--- src/rtl/ysyx_25040129_csr_ctrl_if.sv ---
// ysyx_25040129_csr_ctrl_if
//   Bundles the two valid/ready channels of the CSR/system-instruction
//   sequencer: the IDU -> sequencer instruction channel (in_*) and the
//   sequencer -> WBU result channel (out_*).
//   master : the IDU/WBU side (drives in_* and out_ready).
//   slave  : the sequencer side (drives in_ready and out_*).
interface ysyx_25040129_csr_ctrl_if;
  logic        in_valid;
  logic        in_ready;
  logic [1:0]  in_kind;
  logic [2:0]  in_funct3;
  logic [11:0] in_csr_addr;
  logic [31:0] in_rs1_val;
  logic [4:0]  in_zimm;
  logic        in_rs1_zero;
  logic [31:0] in_pc;

  logic        out_valid;
  logic        out_ready;
  logic [31:0] out_rd_data;
  logic        out_rd_we;
  logic        out_redirect;
  logic [31:0] out_target;

  modport master (
    output in_valid, in_kind, in_funct3, in_csr_addr, in_rs1_val, in_zimm,
           in_rs1_zero, in_pc, out_ready,
    input  in_ready, out_valid, out_rd_data, out_rd_we, out_redirect, out_target
  );

  modport slave (
    input  in_valid, in_kind, in_funct3, in_csr_addr, in_rs1_val, in_zimm,
           in_rs1_zero, in_pc, out_ready,
    output in_ready, out_valid, out_rd_data, out_rd_we, out_redirect, out_target
  );
endinterface

--- src/rtl/ysyx_25040129_csr_ctrl.sv ---
// ysyx_25040129_csr_ctrl
//   System-instruction sequencer. Accepts one Zicsr/ecall/mret/illegal
//   instruction at a time, reads the CSR file, issues exactly one strobe
//   (csr_write, ecall or mret) and returns rd data or a PC redirect.
//   Ports:
//     clk, rst        clock, synchronous active-high reset
//     bus (slave)     in_* instruction channel, out_* result channel
//     csr_read_addr   combinational read address to the CSR file
//     csr_rdata       CSR read data (same cycle)
//     csr_write, csr_write_addr, csr_data   one-cycle CSR write
//     ecall, mret     one-cycle trap / return strobes
//     mepc_data, mcause_data                values loaded on ecall/mret
module ysyx_25040129_csr_ctrl (
  input  logic                          clk,
  input  logic                          rst,
  ysyx_25040129_csr_ctrl_if.slave       bus,
  output logic [11:0]                   csr_read_addr,
  input  logic [31:0]                   csr_rdata,
  output logic                          csr_write,
  output logic [11:0]                   csr_write_addr,
  output logic [31:0]                   csr_data,
  output logic                          ecall,
  output logic                          mret,
  output logic [31:0]                   mepc_data,
  output logic [31:0]                   mcause_data
);

  typedef enum logic [1:0] {
    S_IDLE  = 2'd0,
    S_READ  = 2'd1,
    S_WRITE = 2'd2,
    S_RESP  = 2'd3
  } state_t;

  localparam logic [1:0]  K_ZICSR   = 2'b00;
  localparam logic [1:0]  K_ECALL   = 2'b01;
  localparam logic [1:0]  K_MRET    = 2'b10;
  localparam logic [1:0]  K_ILLEGAL = 2'b11;
  localparam logic [11:0] A_MTVEC   = 12'h305;
  localparam logic [11:0] A_MEPC    = 12'h341;

  state_t      state;

  logic [1:0]  kind_p0;
  logic [2:0]  funct3_p0;
  logic [11:0] addr_p0;
  logic [31:0] rs1_p0;
  logic [4:0]  zimm_p0;
  logic        rs1_zero_p0;
  logic [31:0] pc_p0;
  logic        illegal_p0;
  logic [31:0] old_p1;

  logic        csr_write_q;
  logic        ecall_q;
  logic        mret_q;

  logic [31:0] src;
  logic [31:0] wdata;
  logic        do_write;

  function automatic logic legal_addr(input logic [11:0] a);
    case (a)
      12'h114, 12'h514, 12'h300, 12'h305, 12'h341, 12'h342: legal_addr = 1'b1;
      default:                                              legal_addr = 1'b0;
    endcase
  endfunction

  // funct3 x00 is not a Zicsr op; unknown CSR addresses trap as well.
  function automatic logic is_illegal(input logic [1:0] kind, input logic [2:0] f3,
                                      input logic [11:0] a);
    is_illegal = (kind == K_ILLEGAL) ||
                 ((kind == K_ZICSR) && ((f3[1:0] == 2'b00) || !legal_addr(a)));
  endfunction

  // Traps (ecall or illegal) read mtvec, mret reads mepc.
  function automatic logic [11:0] read_target(input logic [1:0] kind, input logic illegal,
                                              input logic [11:0] a);
    if (illegal || kind == K_ECALL) read_target = A_MTVEC;
    else if (kind == K_MRET)        read_target = A_MEPC;
    else                            read_target = a;
  endfunction

  // Read-modify-write datapath, evaluated while csr_rdata is valid in READ.
  always_comb begin
    src = funct3_p0[2] ? {27'b0, zimm_p0} : rs1_p0;
    case (funct3_p0[1:0])
      2'b01:   wdata = src;
      2'b10:   wdata = csr_rdata | src;
      default: wdata = csr_rdata & ~src;
    endcase
    // Set/clear with a zero source must not touch the CSR (side-effect free read).
    do_write = (funct3_p0[1:0] == 2'b01) ||
               (funct3_p0[2] ? (zimm_p0 != 5'd0) : !rs1_zero_p0);
  end

  always_ff @(posedge clk) begin
    if (rst) begin
      state            <= S_IDLE;
      csr_read_addr    <= 12'd0;
      csr_write_q      <= 1'b0;
      ecall_q          <= 1'b0;
      mret_q           <= 1'b0;
      csr_write_addr   <= 12'd0;
      csr_data         <= 32'd0;
      mepc_data        <= 32'd0;
      mcause_data      <= 32'd0;
      bus.out_rd_data  <= 32'd0;
      bus.out_rd_we    <= 1'b0;
      bus.out_redirect <= 1'b0;
      bus.out_target   <= 32'd0;
    end else begin
      case (state)
        // Stage 0: accept and latch the instruction, point the CSR read.
        S_IDLE: begin
          if (bus.in_valid) begin
            kind_p0       <= bus.in_kind;
            funct3_p0     <= bus.in_funct3;
            addr_p0       <= bus.in_csr_addr;
            rs1_p0        <= bus.in_rs1_val;
            zimm_p0       <= bus.in_zimm;
            rs1_zero_p0   <= bus.in_rs1_zero;
            pc_p0         <= bus.in_pc;
            illegal_p0    <= is_illegal(bus.in_kind, bus.in_funct3, bus.in_csr_addr);
            csr_read_addr <= read_target(bus.in_kind,
                                         is_illegal(bus.in_kind, bus.in_funct3, bus.in_csr_addr),
                                         bus.in_csr_addr);
            state         <= S_READ;
          end
        end
        // Stage 1: capture old value and register the single strobe.
        S_READ: begin
          old_p1        <= csr_rdata;
          csr_read_addr <= 12'd0;
          if (illegal_p0) begin
            ecall_q     <= 1'b1;
            mepc_data   <= pc_p0;
            mcause_data <= 32'd2;
          end else if (kind_p0 == K_ECALL) begin
            ecall_q     <= 1'b1;
            mepc_data   <= pc_p0;
            mcause_data <= 32'd11;
          end else if (kind_p0 == K_MRET) begin
            // Writing back the value just read keeps mepc unchanged.
            mret_q      <= 1'b1;
            mepc_data   <= csr_rdata;
          end else if (do_write) begin
            csr_write_q    <= 1'b1;
            csr_write_addr <= addr_p0;
            csr_data       <= wdata;
          end
          state <= S_WRITE;
        end
        // Stage 2: strobes retire, build the WBU response.
        S_WRITE: begin
          csr_write_q    <= 1'b0;
          ecall_q        <= 1'b0;
          mret_q         <= 1'b0;
          csr_write_addr <= 12'd0;
          csr_data       <= 32'd0;
          mepc_data      <= 32'd0;
          mcause_data    <= 32'd0;
          if (!illegal_p0 && kind_p0 == K_ZICSR) begin
            bus.out_rd_data  <= old_p1;
            bus.out_rd_we    <= 1'b1;
            bus.out_redirect <= 1'b0;
            bus.out_target   <= 32'd0;
          end else begin
            bus.out_rd_data  <= 32'd0;
            bus.out_rd_we    <= 1'b0;
            bus.out_redirect <= 1'b1;
            bus.out_target   <= old_p1;
          end
          state <= S_RESP;
        end
        // Stage 3: hold the response until the WBU takes it.
        S_RESP: begin
          if (bus.out_ready) begin
            bus.out_rd_data  <= 32'd0;
            bus.out_rd_we    <= 1'b0;
            bus.out_redirect <= 1'b0;
            bus.out_target   <= 32'd0;
            state            <= S_IDLE;
          end
        end
        default: state <= S_IDLE;
      endcase
    end
  end

  // Control outputs are masked by rst so a reset arriving mid-instruction
  // suppresses the strobe in that very cycle.
  assign csr_write     = csr_write_q & ~rst;
  assign ecall         = ecall_q & ~rst;
  assign mret          = mret_q & ~rst;
  assign bus.in_ready  = (state == S_IDLE) & ~rst;
  assign bus.out_valid = (state == S_RESP) & ~rst;

endmodule

--- src/flat_wrapper.sv ---
// flat-port wrapper written by rule: the top's interface ports become plain ports
module ysyx_25040129_csr_ctrl_flat 
  (clk, rst, csr_read_addr, csr_rdata, csr_write, csr_write_addr, csr_data, ecall, mret, mepc_data, mcause_data, bus_in_valid, bus_in_kind, bus_in_funct3, bus_in_csr_addr, bus_in_rs1_val, bus_in_zimm, bus_in_rs1_zero, bus_in_pc, bus_out_ready, bus_in_ready, bus_out_valid, bus_out_rd_data, bus_out_rd_we, bus_out_redirect, bus_out_target);
  ysyx_25040129_csr_ctrl_if bus_i ();
  input  logic clk;
  input  logic rst;
  output logic [11:0] csr_read_addr;
  input  logic [31:0] csr_rdata;
  output logic csr_write;
  output logic [11:0] csr_write_addr;
  output logic [31:0] csr_data;
  output logic ecall;
  output logic mret;
  output logic [31:0] mepc_data;
  output logic [31:0] mcause_data;
  input wire logic [$bits(bus_i.in_valid)-1:0] bus_in_valid;
  input wire logic [$bits(bus_i.in_kind)-1:0] bus_in_kind;
  input wire logic [$bits(bus_i.in_funct3)-1:0] bus_in_funct3;
  input wire logic [$bits(bus_i.in_csr_addr)-1:0] bus_in_csr_addr;
  input wire logic [$bits(bus_i.in_rs1_val)-1:0] bus_in_rs1_val;
  input wire logic [$bits(bus_i.in_zimm)-1:0] bus_in_zimm;
  input wire logic [$bits(bus_i.in_rs1_zero)-1:0] bus_in_rs1_zero;
  input wire logic [$bits(bus_i.in_pc)-1:0] bus_in_pc;
  input wire logic [$bits(bus_i.out_ready)-1:0] bus_out_ready;
  output wire logic [$bits(bus_i.in_ready)-1:0] bus_in_ready;
  output wire logic [$bits(bus_i.out_valid)-1:0] bus_out_valid;
  output wire logic [$bits(bus_i.out_rd_data)-1:0] bus_out_rd_data;
  output wire logic [$bits(bus_i.out_rd_we)-1:0] bus_out_rd_we;
  output wire logic [$bits(bus_i.out_redirect)-1:0] bus_out_redirect;
  output wire logic [$bits(bus_i.out_target)-1:0] bus_out_target;
  assign bus_i.in_valid = bus_in_valid;
  assign bus_i.in_kind = bus_in_kind;
  assign bus_i.in_funct3 = bus_in_funct3;
  assign bus_i.in_csr_addr = bus_in_csr_addr;
  assign bus_i.in_rs1_val = bus_in_rs1_val;
  assign bus_i.in_zimm = bus_in_zimm;
  assign bus_i.in_rs1_zero = bus_in_rs1_zero;
  assign bus_i.in_pc = bus_in_pc;
  assign bus_i.out_ready = bus_out_ready;
  assign bus_in_ready = bus_i.in_ready;
  assign bus_out_valid = bus_i.out_valid;
  assign bus_out_rd_data = bus_i.out_rd_data;
  assign bus_out_rd_we = bus_i.out_rd_we;
  assign bus_out_redirect = bus_i.out_redirect;
  assign bus_out_target = bus_i.out_target;
  ysyx_25040129_csr_ctrl u_core (.clk(clk), .rst(rst), .bus(bus_i), .csr_read_addr(csr_read_addr), .csr_rdata(csr_rdata), .csr_write(csr_write), .csr_write_addr(csr_write_addr), .csr_data(csr_data), .ecall(ecall), .mret(mret), .mepc_data(mepc_data), .mcause_data(mcause_data));
endmodule
--- config.mk ---
export PLATFORM = sky130hd
export DESIGN_NAME = ysyx_25040129_csr_ctrl_flat
export DESIGN_NICKNAME = d
export VERILOG_FILES = /design/src/rtl/ysyx_25040129_csr_ctrl_if.sv /design/src/rtl/ysyx_25040129_csr_ctrl.sv /design/src/flat_wrapper.sv
export SDC_FILE = /design/constraint.sdc
export NUM_CORES = 1
export LEC_CHECK = 0
export CORE_MARGIN = 3
export CORE_UTILIZATION = 35
export DETAILED_ROUTE_END_ITERATION = 12
export PLACE_DENSITY_LB_ADDON = 0.3
export REMOVE_ABC_BUFFERS = 1
export SYNTH_ARGS = -nofsm -noshare
export SYNTH_HDL_FRONTEND = slang
export SYNTH_SLANG_ARGS = --single-unit
--- constraint.sdc ---
create_clock -name clk -period 7 [get_ports clk]
set_clock_uncertainty 0.15 [all_clocks]
set_input_delay 1.05 -clock clk [delete_from_list [all_inputs] [get_ports clk]]
set_output_delay 1.05 -clock clk [all_outputs]
set_load 0.02 [all_outputs]
; Word-level counts from Yosys, hierarchy flattened
; Index checks and enable logic that the tools add are counted.
[totals]
reg_bits = 311
input_bits = 123
output_inout_bits = 191
wordCells = 136
[op_classes]
eq_ne = 25
muxes = 53
n_bitwise = 9
reduce_logical = 27
[op_table]
columns = op, n
row1 = two-way mux 32 bit, 13
row2 = one-hot mux 32 bit (2 select lines), 6
row3 = two-way mux 12 bit, 7
row4 = == test 12 x 10 -> 1 bit (second input constant), 4
row5 = one-hot mux 12 bit (2 select lines), 2
row6 = AND 32 bit, 1
row7 = NOT 32 bit, 1
row8 = OR 32 bit, 1
row9 = two-way mux 1 bit, 17
row10 = == test 12 x 11 -> 1 bit (second input constant), 1
row11 = == test 12 x 9 -> 1 bit (second input constant), 1
row12 = == test 2 bit (second input constant), 6
row13 = AND reduction 2 bit, 6
row14 = inequality test 2 bit (second input constant), 5
row15 = one-hot mux 1 bit (2 select lines), 5
row16 = == test 2 x 1 -> 1 bit (second input constant), 4
row17 = logical NOT 2 bit, 4
row18 = one-hot mux 2 bit (4 select lines), 1
row19 = nonzero test 2 bit, 3
row20 = OR reduction 6 bit, 1
row21 = AND 1 bit, 5
row22 = AND reduction 5 bit, 1
row23 = nonzero test 5 bit, 1
row24 = logical OR 1 bit, 4
row25 = other kinds (9), 14

; Longest topological paths before layout
[logic_depth]
depth_word = 14
mapped_depth = 8
ltp_nobuf = 6

; Worst setup path before layout
; No wires, ideal clock.
[synth_path]
path_kind = input-to-reg
from = input rst
to = register u_core.addr_p0[0] (enable)
setup_time_ns = 0.535
arrival_ns = 5.465
required_ns = 6.315
setup_slack_ns = 0.850
path_stages = 5
n_path_buf = 4
cell_sequence = buf_2 -> clkbuf_1 -> clkbuf_1 -> clkbuf_1 -> nor2_1
[synth_between]
elab_chain_len = 2
[synth_rtl]
columns = element, line
row1 = from (decl), flat_wrapper.sv:6  ; input logic rst;
row2 = NOT 1 bit (no source line), n/a
row3 = AND reduction 3 bit (no source line), n/a
row4 = to (signal assigned), ysyx_25040129_csr_ctrl.sv:119  ; addr_p0 <= bus.in_csr_addr;
row5 = to (decl), ysyx_25040129_csr_ctrl.sv:46  ; logic [11:0] addr_p0;
; Every way passes these cells.
; A chain may end at the register's enable or synchronous reset.

; Worst setup path in the final report
[layout_path]
from = input rst
to = output csr_write
[layout_between]
elab_chain_len = 2
[layout_rtl]
columns = element, line
row1 = NOT 1 bit (no source line), n/a
row2 = AND 1 bit, ysyx_25040129_csr_ctrl.sv:193  ; assign csr_write = csr_write_q & ~rst;
row3 = to (decl), flat_wrapper.sv:9  ; output logic csr_write;
; Every way passes these cells.

==> flow_summary.ini <==
[status]
outcome = finished clean

[setup_path]
crit_required_ns = 5.80
worstSetupPathType = input port to output pin
worstSetupEndpointType = output pin
setup.worst_path.start_class = input port
arrival_ns = 2.23
crit_fanout = 75

[clock_tree]
clk_pin_slew_ns = 0.06
cts_buffer_depth = 3
cts_root_buffer = clkbuf_16
htreeDepth = 1
cts_resized = 0
clock-sinks = 280
ctsHoldBuffers = 0
cts_tree = built
clk-insertion-delay-late_ns = 0.55
numCtsBuffers = 30
cts_setup_buffers = 0

[floorplan]
start_util_pct = 35.7
die_h_um = 186
num_io_pins = 314
core-area_um2 = 31800
dieWidth_um = 186
die_area_um2 = 34600
rows = 65

[power]
powerDensity_nw_per_um2 = 394
leakage_nw = 5.62
ir_drop_uv = 212

[synthesis]
syn_area_um2 = 11400
netlist.area_leader.share_pct = 31.7
syn_area_per_cell_um2 = 11.2
async_flop_share_pct = 0
synthFlopType = dfxtp_1
ys_seq_elements = 280
synthCells = 1018
synth-edff-count = 120
post-synth-top-area-cell = edfxtp_1
yosysWarnings = 0
synth.area.top_cells = edfxtp_1 (32%), dfxtp_1 (28%), mux2i_1 (7.3%)
yosysSeqAreaShare_pct = 59.9
ys_types = 53

[global_routing]
grt_pass1_vias = 8392
grt_use_total_pct = 19.1
overflow = 0
antenna_found_initial = 2
grt_pass1_wl_um = 51100
grt_max_degree = 76

[sta]
slew_violations = 0
timing.fmax_mhz = 291
finalSetupViolations = 0
rsz0062_at_grt = no
hold_violations = 0
tightestPinTransition_ns = 1.21
max-slew-margin-rel_pct = 19.2
period_needed_ns = 3.43
fin_setup_tns_ns = 0
fin_crit_sh_pct = 49.1

[hold_path]
hold_class = flop to flop

[detailed_routing]
drt_iter0_markers = 609
drtPass1Iterations = 5
viasPerCell = 5.03
drc = 0
wl_um = 34500
vias = 8664
wl_per_cell_um = 20.0
drtAntennaViolNets = 0

[final_layout]
final_util_pct = 48.8
syn_to_final_growth_pct = 36.7
fin_nets = 1394
diodes = 0
final_layout_size_suffix_gt1_share_pct = 7.06

[place]
detailedPlacementHpwl_um = 22300
gp_congestion = 0.795
port_buffers = 284

[flow_run]
cap_violations = 0
==> report_power, final <==
part / internal, W / switching [W] / total (W) / leakage, nW
Sequential: 0.00207 / 0.000175 / 0.00224 / 2.41
Clock: 0.00103 / 0.000650 / 0.00168 / 0.527
Combinational: 0.000889 / 0.00130 / 0.00219 / 2.69
==> per-layer routing <==
metal	vias up	global-route usage, %	part of all wire, %
met5	-	0	0.075
met4	4	4.83	2.7
met3	58	5.06	8.0
met2	348	31.3	46
met1	4188	25.4	43
li1	4066	-	-
==> synth_stat cells (4+ instances only) <==
library cell,n
dfxtp_1,160
edfxtp_1,120
mux2i_1,83
nor2_1,78
nand2b_1,74
o21ai_0,70
nand2_1,69
a22oi_1,64
clkbuf_1,56
a21oi_1,43
nand3_1,35
buf_4,34
a211o_1,32
buf_2,17
or3b_2,11
nor2b_1,10
ha_1,6
inv_1,6
nor3_1,5
and2_1,4
==> worst max-delay path: stages <==
cell             delay (ns)
buf_6                  0.39
nor2b_1                0.13
clkdlybuf4s50_1        0.57
==> registers in the layout, indices dropped and copies added, names as in the netlist, 5 cells and up <==
signal,cells
u_core.csr_write_addr,12
u_core.bus.out_target,32
u_core.addr_p0,12
u_core.mepc_data,32
u_core.zimm_p0,5
u_core.csr_data,32
u_core.rs1_p0,32
u_core.pc_p0,32
u_core.old_p1,32
u_core.bus.out_rd_data,32
u_core.csr_read_addr,12
==> cell usage in the layout (no fill, tap or decap), drive strengths merged, types with 4 or more instances in the layout <==
cell	n
nor3	5
o21ai	71
buf	13
a21oi	43
nor2	78
clkbuf	42
nand2	69
nand3	35
conb	29
mux2i	83
bufinv	4
a22oi	64
nor2b	10
nand2b	74
a211o	32
clkinv	7
ha	6
or3b	11
edfxtp	120
clkdlybuf4s50	283
inv	9
dfxtp	160
and2	4
==> metrics by stage <==
step	hold slack, ns	cell area (µm²)	cells	worst slack [ns]	power (W)
2_1_floorplan	0.319	10900	937	1.40	0.00350
3_3_place_gp	0.288	14500	1668	3.19	0.00445
3_5_place_dp	0.294	14500	1668	3.15	0.00448
4_1_cts	0.302	15500	1724	3.56	0.00618
5_1_grt	0.323	15500	1724	3.48	0.00644
6_report	0.300	15500	1724	3.57	0.00611
==> logic make-up after synthesis <==
kind of cell               count (synthesis)  synth area share, %
AOI/OAI and AO/OA                        229                 13.3
xor gates and xnor gates                   4                0.309
adders and majority gates                  6                0.661
buffers and inverters                    116                 5.21
DFF                                      280                 59.9
muxes                                     84                 7.42
other                                      1               0.0330
and+or+nand+nor                          298                 13.2
==> area by class of cell <==
| cell class | instances | area [µm²] |
|---|---|---|
| Sequential cell | 280 | 6810 |
| Clock inverter | 14 | 176 |
| Clock buffer | 42 | 888 |
| Timing Repair Buffer | 296 | 2930 |
| Inverter | 7 | 26.3 |
| Tap cell | 435 | 544 |
| Multi-Input combinational cell | 650 | 4140 |
| Fill cell | 2866 | 16300 |
==> final timing paths <==
| check | from | end | slack [ns] | cells past startpoint |
|---|---|---|---|---|
| setup / recovery | rst | csr_write | 3.57 | 3 |
| hold / removal | u_core.mepc_data[30] | u_core.mepc_data[30] | 0.30 | 2 |
| setup reg to reg | u_core.state[0] | u_core.addr_p0[4] | 4.02 | 5 |
| hold reg to reg | u_core.mepc_data[30] | u_core.mepc_data[30] | 0.30 | 2 |
Note: power is estimated with default switching activity, not from simulation.
